`config.mk`:
```
export PLATFORM = sky130hd
export DESIGN_NAME = move_check_requester
export DESIGN_NICKNAME = d
export VERILOG_FILES = /design/src/rtl/move_check_requester.sv
export SDC_FILE = /design/constraint.sdc
export NUM_CORES = 1
export LEC_CHECK = 0
export CAP_MARGIN = 20
export CORE_AREA = 2 2 124 126
export CTS_CLUSTER_SIZE = 8
export DETAILED_ROUTE_END_ITERATION = 10
export DIE_AREA = 0 0 126 128
export DONT_BUFFER_PORTS = 1
export SETUP_SLACK_MARGIN = 0.4
export SLEW_MARGIN = 15
export SYNTH_ARGS = -nofsm -noshare
export SYNTH_HDL_FRONTEND = slang
export SYNTH_SLANG_ARGS = --single-unit
```
`constraint.sdc`:
```
create_clock -name clk -period 5.8 [get_ports clk]
set_input_delay 1.16 -clock clk [delete_from_list [all_inputs] [get_ports clk]]
set_output_delay 1.16 -clock clk [all_outputs]
set_load 0.02 [all_outputs]
```
`src/rtl/move_check_requester.sv`:
```
// Initiator side of the piece-checker handshake.
// Accepts one move request, runs the cheap pre-checks, fires a one-cycle start
// pulse at the checker selected by the source piece kind, waits (bounded) for
// that checker's done and returns a single legal/illegal result with a reason.
// board_in packs board[y][x] at bits [(y*8+x)*4 +: 4]; 4'd15 = empty square,
// otherwise {colour, kind[2:0]}.
module move_check_requester #(
    parameter int unsigned TIMEOUT_CYCLES = 64,
    parameter int unsigned NUM_CHECKERS   = 6
) (
    input  logic                    clk,
    input  logic                    reset_n,
    input  logic                    req_valid,
    output logic                    req_ready,
    input  logic                    side,
    input  logic [2:0]              old_x,
    input  logic [2:0]              old_y,
    input  logic [2:0]              new_x,
    input  logic [2:0]              new_y,
    input  logic [255:0]            board_in,
    output logic [2:0]              chk_old_x,
    output logic [2:0]              chk_old_y,
    output logic [2:0]              chk_new_x,
    output logic [2:0]              chk_new_y,
    output logic [2:0]              chk_h_delta,
    output logic [2:0]              chk_v_delta,
    output logic [3:0]              chk_piece_type,
    output logic [NUM_CHECKERS-1:0] chk_valid_input,
    input  logic [NUM_CHECKERS-1:0] chk_done,
    input  logic [NUM_CHECKERS-1:0] chk_move_ok,
    output logic                    result_valid,
    output logic                    result_legal,
    output logic [2:0]              result_code
);

    localparam int unsigned CNT_W = $clog2(TIMEOUT_CYCLES + 1);
    localparam logic [CNT_W-1:0] CNT_LAST = CNT_W'(TIMEOUT_CYCLES - 1);

    localparam logic [2:0] CODE_OK         = 3'd0;
    localparam logic [2:0] CODE_ILLEGAL    = 3'd1;
    localparam logic [2:0] CODE_EMPTY_SRC  = 3'd2;
    localparam logic [2:0] CODE_WRONG_SIDE = 3'd3;
    localparam logic [2:0] CODE_OWN_DEST   = 3'd4;
    localparam logic [2:0] CODE_NULL_MOVE  = 3'd5;
    localparam logic [2:0] CODE_TIMEOUT    = 3'd6;
    localparam logic [2:0] CODE_BAD_PIECE  = 3'd7;

    localparam logic [3:0] EMPTY = 4'd15;

    typedef enum logic [2:0] {
        S_IDLE,
        S_PRECHECK,
        S_ISSUE,
        S_WAIT,
        S_DONE
    } state_t;

    state_t                  state_q, state_d;
    logic                    side_q;
    logic [CNT_W-1:0]        wait_cnt;
    logic                    load_res;
    logic                    res_legal_d;
    logic [2:0]              res_code_d;
    logic [3:0]              dest_val;
    logic [2:0]              src_kind;
    logic [NUM_CHECKERS-1:0] kind_onehot;
    logic                    done_sel;
    logic                    ok_sel;
    logic                    accept;

    function automatic logic [2:0] abs_diff(input logic [2:0] a, input logic [2:0] b);
        return (a >= b) ? (a - b) : (b - a);
    endfunction

    assign accept      = (state_q == S_IDLE) && req_valid;
    assign src_kind    = chk_piece_type[2:0];
    assign dest_val    = board_in[{chk_new_y, chk_new_x, 2'b00} +: 4];
    assign kind_onehot = NUM_CHECKERS'(1) << src_kind;
    assign done_sel    = |(chk_done & kind_onehot);
    assign ok_sel      = |(chk_move_ok & kind_onehot);

    assign req_ready       = (state_q == S_IDLE);
    assign result_valid    = (state_q == S_DONE);
    assign chk_valid_input = (state_q == S_ISSUE) ? kind_onehot : '0;

    // State register
    always_ff @(posedge clk or negedge reset_n) begin
        if (!reset_n) begin
            state_q <= S_IDLE;
        end else begin
            state_q <= state_d;
        end
    end

    // Next state and result selection; pre-checks in priority order
    always_comb begin
        state_d     = state_q;
        load_res    = 1'b0;
        res_legal_d = 1'b0;
        res_code_d  = CODE_OK;
        case (state_q)
            S_IDLE: begin
                if (req_valid) state_d = S_PRECHECK;
            end
            S_PRECHECK: begin
                load_res = 1'b1;
                state_d  = S_DONE;
                if ((chk_old_x == chk_new_x) && (chk_old_y == chk_new_y)) begin
                    res_code_d = CODE_NULL_MOVE;
                end else if (chk_piece_type == EMPTY) begin
                    res_code_d = CODE_EMPTY_SRC;
                end else if (32'(src_kind) >= NUM_CHECKERS) begin
                    res_code_d = CODE_BAD_PIECE;
                end else if (chk_piece_type[3] != side_q) begin
                    res_code_d = CODE_WRONG_SIDE;
                end else if ((dest_val != EMPTY) && (dest_val[3] == side_q)) begin
                    res_code_d = CODE_OWN_DEST;
                end else begin
                    load_res = 1'b0;
                    state_d  = S_ISSUE;
                end
            end
            S_ISSUE: begin
                state_d = S_WAIT;
            end
            S_WAIT: begin
                if (done_sel) begin
                    load_res    = 1'b1;
                    res_legal_d = ok_sel;
                    res_code_d  = ok_sel ? CODE_OK : CODE_ILLEGAL;
                    state_d     = S_DONE;
                end else if (wait_cnt == CNT_LAST) begin
                    load_res   = 1'b1;
                    res_code_d = CODE_TIMEOUT;
                    state_d    = S_DONE;
                end
            end
            S_DONE: begin
                state_d = S_IDLE;
            end
            default: begin
                state_d = S_IDLE;
            end
        endcase
    end

    // Latch request fields, deltas and source square at accept
    always_ff @(posedge clk or negedge reset_n) begin
        if (!reset_n) begin
            side_q         <= 1'b0;
            chk_old_x      <= '0;
            chk_old_y      <= '0;
            chk_new_x      <= '0;
            chk_new_y      <= '0;
            chk_h_delta    <= '0;
            chk_v_delta    <= '0;
            chk_piece_type <= '0;
        end else if (accept) begin
            side_q         <= side;
            chk_old_x      <= old_x;
            chk_old_y      <= old_y;
            chk_new_x      <= new_x;
            chk_new_y      <= new_y;
            chk_h_delta    <= abs_diff(new_x, old_x);
            chk_v_delta    <= abs_diff(new_y, old_y);
            chk_piece_type <= board_in[{old_y, old_x, 2'b00} +: 4];
        end
    end

    // WAIT-cycle counter, cleared while the start pulse is out
    always_ff @(posedge clk or negedge reset_n) begin
        if (!reset_n) begin
            wait_cnt <= '0;
        end else if (state_q == S_ISSUE) begin
            wait_cnt <= '0;
        end else if ((state_q == S_WAIT) && !done_sel && (wait_cnt != CNT_LAST)) begin
            wait_cnt <= wait_cnt + 1'b1;
        end
    end

    // Result fields, loaded on entry to DONE and held until the next one
    always_ff @(posedge clk or negedge reset_n) begin
        if (!reset_n) begin
            result_legal <= 1'b0;
            result_code  <= CODE_OK;
        end else if (load_res) begin
            result_legal <= res_legal_d;
            result_code  <= res_code_d;
        end
    end

endmodule

```
==> reports/qor.txt <==
Total Nets Final - 835
proportion of power drawn by the clock network - 11.4%
combinational share of power - 57.8%
leakage power summed over all cells - 2.223 nW
count of final max-slew check failures - 0
Worst Setup Slack, final - 2393 ps
summed instance area of the synthesized netlist - 5988 µm²
maximum clock rate - 293.5 MHz
distinct cell type count of the synthesized netlist - 54
insertion delay to the later sink of the worst-skew pair - 280 ps
top fanout value on the critical path - 57
type of origin of the critical path - flip-flop
instance count of the mapped netlist - 579
net switching fraction of the power - 49.76%
TritonCTS clock tree - done
worst hold slack - 496.3 ps
number of buffers inserted for hold repair after clock tree synthesis - 0
path type of the worst min-delay path - flip-flop to flip-flop
fraction of synthesis flops using an asynchronous set or reset pin - 100.0%
Compound-Gate Fraction of Synth Area - 11.68%
cell-internal power - 1.197 mW
share of power burned in registers - 30.8%
Slew headroom - 35.52%
number of hold violations in the final report - 0
endpoint kind of the worst setup timing path - flip-flop
count of antenna-violating nets left after detailed routing - 0
final period demand of the worst path - 3407 ps
total power after layout - 2.383 mW
highest ir drop seen on vdd - 257.4 µV
outcome - complete, no violations
fraction of final layout cells sized beyond drive strength 1 - 23.56%
number of vias after detailed routing - 5283
total power density per cell area - 386.6 nW/µm²
number of warnings printed during yosys synthesis - 0
final RePlAce weighted congestion - 0.9127
diode count - 0
area of all placed cells without fillers - 6163 µm²
Post-Syn Area per Cell - 10.34 µm²
switching power total - 1.186 mW
clock buffers created by TritonCTS - 5
Max Cap Viol - 0
transition time at the pin with the least slew margin - 953.7 ps
Worst Skew - 7.316 ps
pre-CTS worst setup slack - 2399 ps
Sum Neg Setup Slack - 0 ps
critical path data required time - 6000 ps
# DRC - 0
arithmetic-cell share of the synthesized area counting full adders, half adders and majority gates - 3.218%
clk root buf - sky130_fd_sc_hd__clkbuf_16
number of iterations in the first detailed-routing pass - 7
Core Util, Final - 41.46%
reg2reg path depth - 9
number of DRC violations after detailed-routing iteration 0 - 422
CTS resizes - 0
number of global-route vias before repair - 5515
number of synthesized flops with an enable pin - 0
setup repair after global routing missed its margin - false
simple-gate share of the synthesized area - 15.38%
die extent in y - 128 µm
drt via density - 7.267
CTS clock-pin slew for the worst setup and hold paths - 60 ps
multiplexer share of the synthesized area - 47.74%
number of top-level pins - 318
share of the yosys chip area belonging to registers - 15.46%
final global-route overflow total - 0
Syn Nets - 876
largest net degree at the start of global routing - 67
cell count of the worst hold path - 2
type of the worst setup path - flip-flop to flip-flop
TritonCTS Sinks - 37
starting density of the core - 40.29%
CORE AREA - 14860 µm²
post-synthesis share of cell area spent on xor and xnor gates - 1.755%
Max clock buf depth - 2
total placed cells including tap cells - 719
area of placed instances - 6017 µm²
number of buffers inserted by port buffering - 0
die area - 16130 µm²
flip-flop and latch count after synthesis - 37
dominant synthesized flop cell - sky130_fd_sc_hd__dfrtp_1
wire length per cell after detailed routing - 30.70 µm
Arrival @ worst endpoint - 3610 ps
crit share post-route - 58.75%
dominant combinational cell family by area after synthesis - multiplexers
post-layout instance count excluding filler cells - 727
Final Routed Wirelength - 22320 µm
global-route wire length before repair - 32690 µm
total of endpoints with negative setup slack in the final report - 0
initial antenna violation count - 0
Row Count - 45
CTS H-tree lvls - 2
synth-to-layout area growth - 2.925%
total setup buffers inserted after CTS - 0
die width - 126 µm
combined global-route utilization of all metal layers - 26.68%
post-DP HPWL - 18130 µm
[flip-flops by register name, indices dropped and copies added (netlist names)]
| register | cells |
|---|---|
| chk_v_delta | 3 |
| chk_new_y | 3 |
| chk_piece_type | 4 |
| chk_h_delta | 3 |
| side_q | 1 |
| result_code | 3 |
| result_legal | 1 |
| chk_new_x | 3 |
| state_q | 3 |
| wait_cnt | 7 |
| chk_old_y | 3 |
| chk_old_x | 3 |
[power by group through the flow]
stage / clock, mW / sequential [mW] / combinational (mW)
2_1_floorplan: 0 / 0.561 / 1.24
3_3_place_gp: 0 / 0.736 / 1.35
3_5_place_dp: 0 / 0.741 / 1.38
4_1_cts: 0.275 / 0.736 / 1.38
5_1_grt: 0.284 / 0.762 / 1.51
6_report: 0.271 / 0.734 / 1.38
[cells in the mapped netlist, drive strengths merged, types with 2 or more instances]
library cell	count	area share (%)
fa	4	1.3
o22ai	2	0.21
o21ai	36	3.0
a21oi	12	1.0
nor3b	4	0.50
nor4b	3	0.44
xor2	8	1.2
or3	2	0.21
nand2	95	6.0
a22oi	5	0.63
mux4	108	41
a31oi	12	1.3
inv	13	0.81
nor2b	7	0.73
dfrtp	37	15
nor4	2	0.21
nor3	4	0.42
clkbuf	26	1.6
a2111oi	2	0.29
nor2	16	1.0
mux2i	31	5.2
a21o	6	0.75
a211oi	2	0.25
nand4	5	0.52
nand2b	3	0.31
ha	9	1.9
nand3	43	3.7
mux2	8	1.5
a311o	2	0.33
nand3b	2	0.25
buf	25	2.3
and2	4	0.42
o211ai	21	2.6
a31o	2	0.29
xnor2	4	0.58
a2bb2oi	2	0.29
and3	3	0.31
[worst max-delay path, cell delays in order (launching register included)]
cell                      delay, ps
sky130_fd_sc_hd__dfrtp_2        770
sky130_fd_sc_hd__buf_4          590
sky130_fd_sc_hd__nor2_1         280
sky130_fd_sc_hd__a22oi_1        220
sky130_fd_sc_hd__a31oi_1        100
sky130_fd_sc_hd__or4_1          490
sky130_fd_sc_hd__nand2_1        110
sky130_fd_sc_hd__xor2_1          70
sky130_fd_sc_hd__nor3_2         420
sky130_fd_sc_hd__mux2i_1        240
[layout by cell type, fill, tap and decap left out, types with 9 or more instances in the layout]
cell and count:
sky130_fd_sc_hd__mux4_2 101, sky130_fd_sc_hd__nand2_1 95, sky130_fd_sc_hd__nand3_1 42, sky130_fd_sc_hd__o21ai_0 36
sky130_fd_sc_hd__dfrtp_1 34, sky130_fd_sc_hd__mux2i_1 31, sky130_fd_sc_hd__o211ai_1 21, sky130_fd_sc_hd__nor2_1 16
sky130_fd_sc_hd__inv_1 12, sky130_fd_sc_hd__a21oi_1 12, sky130_fd_sc_hd__a31oi_1 12, sky130_fd_sc_hd__ha_1 9
[logic make-up (layout without fill, tap and decap cells)]
group,Yosys count,count (layout)
simple gates,196,196
mux,147,147
compound gates,109,109
buf+inv,65,25
flops,37,37
fa+ha+maj,13,13
xor+xnor,12,12
[path summary, 6_finish.rpt]
check	start	to	slack, ps
setup / recovery	chk_new_x[0]$_DFFE_PN0P_	result_code[2]$_DFFE_PN0P_	2390
setup reg to reg	chk_new_x[0]$_DFFE_PN0P_	result_code[2]$_DFFE_PN0P_	2390
min in group asynchronous	reset_n	chk_new_x[0]$_DFFE_PN0P_	570
max in group asynchronous	reset_n	chk_old_y[2]$_DFFE_PN0P_	5150
hold / removal	wait_cnt[6]$_DFFE_PN0P_	wait_cnt[6]$_DFFE_PN0P_	500
hold reg to reg	wait_cnt[6]$_DFFE_PN0P_	wait_cnt[6]$_DFFE_PN0P_	500
[routing by layer]
| layer | part of all wire [%] | global-route usage [%] | wire length (µm) | vias up |
|---|---|---|---|---|
| li1 | - | - | - | 2240 |
| met1 | 35 | 31.20 | 7805 | 2643 |
| met2 | 51 | 46.55 | 11420 | 342 |
| met3 | 11 | 9.057 | 2385 | 58 |
| met4 | 3.2 | 8.209 | 708 | 0 |
| met5 | 0 | 0 | 0 | - |
[cell type report]
cell class / instances / area, µm²
Clock buffer: 8 / 146.4
Inverter: 14 / 52.55
Multi-Input combinational cell: 477 / 4777
Tap cell: 188 / 235.2
Sequential cell: 37 / 929.6
Fill cell: 1483 / 8701
Timing Repair Buffer: 3 / 22.52
No activity file was read; power rests on OpenSTA's default activity.
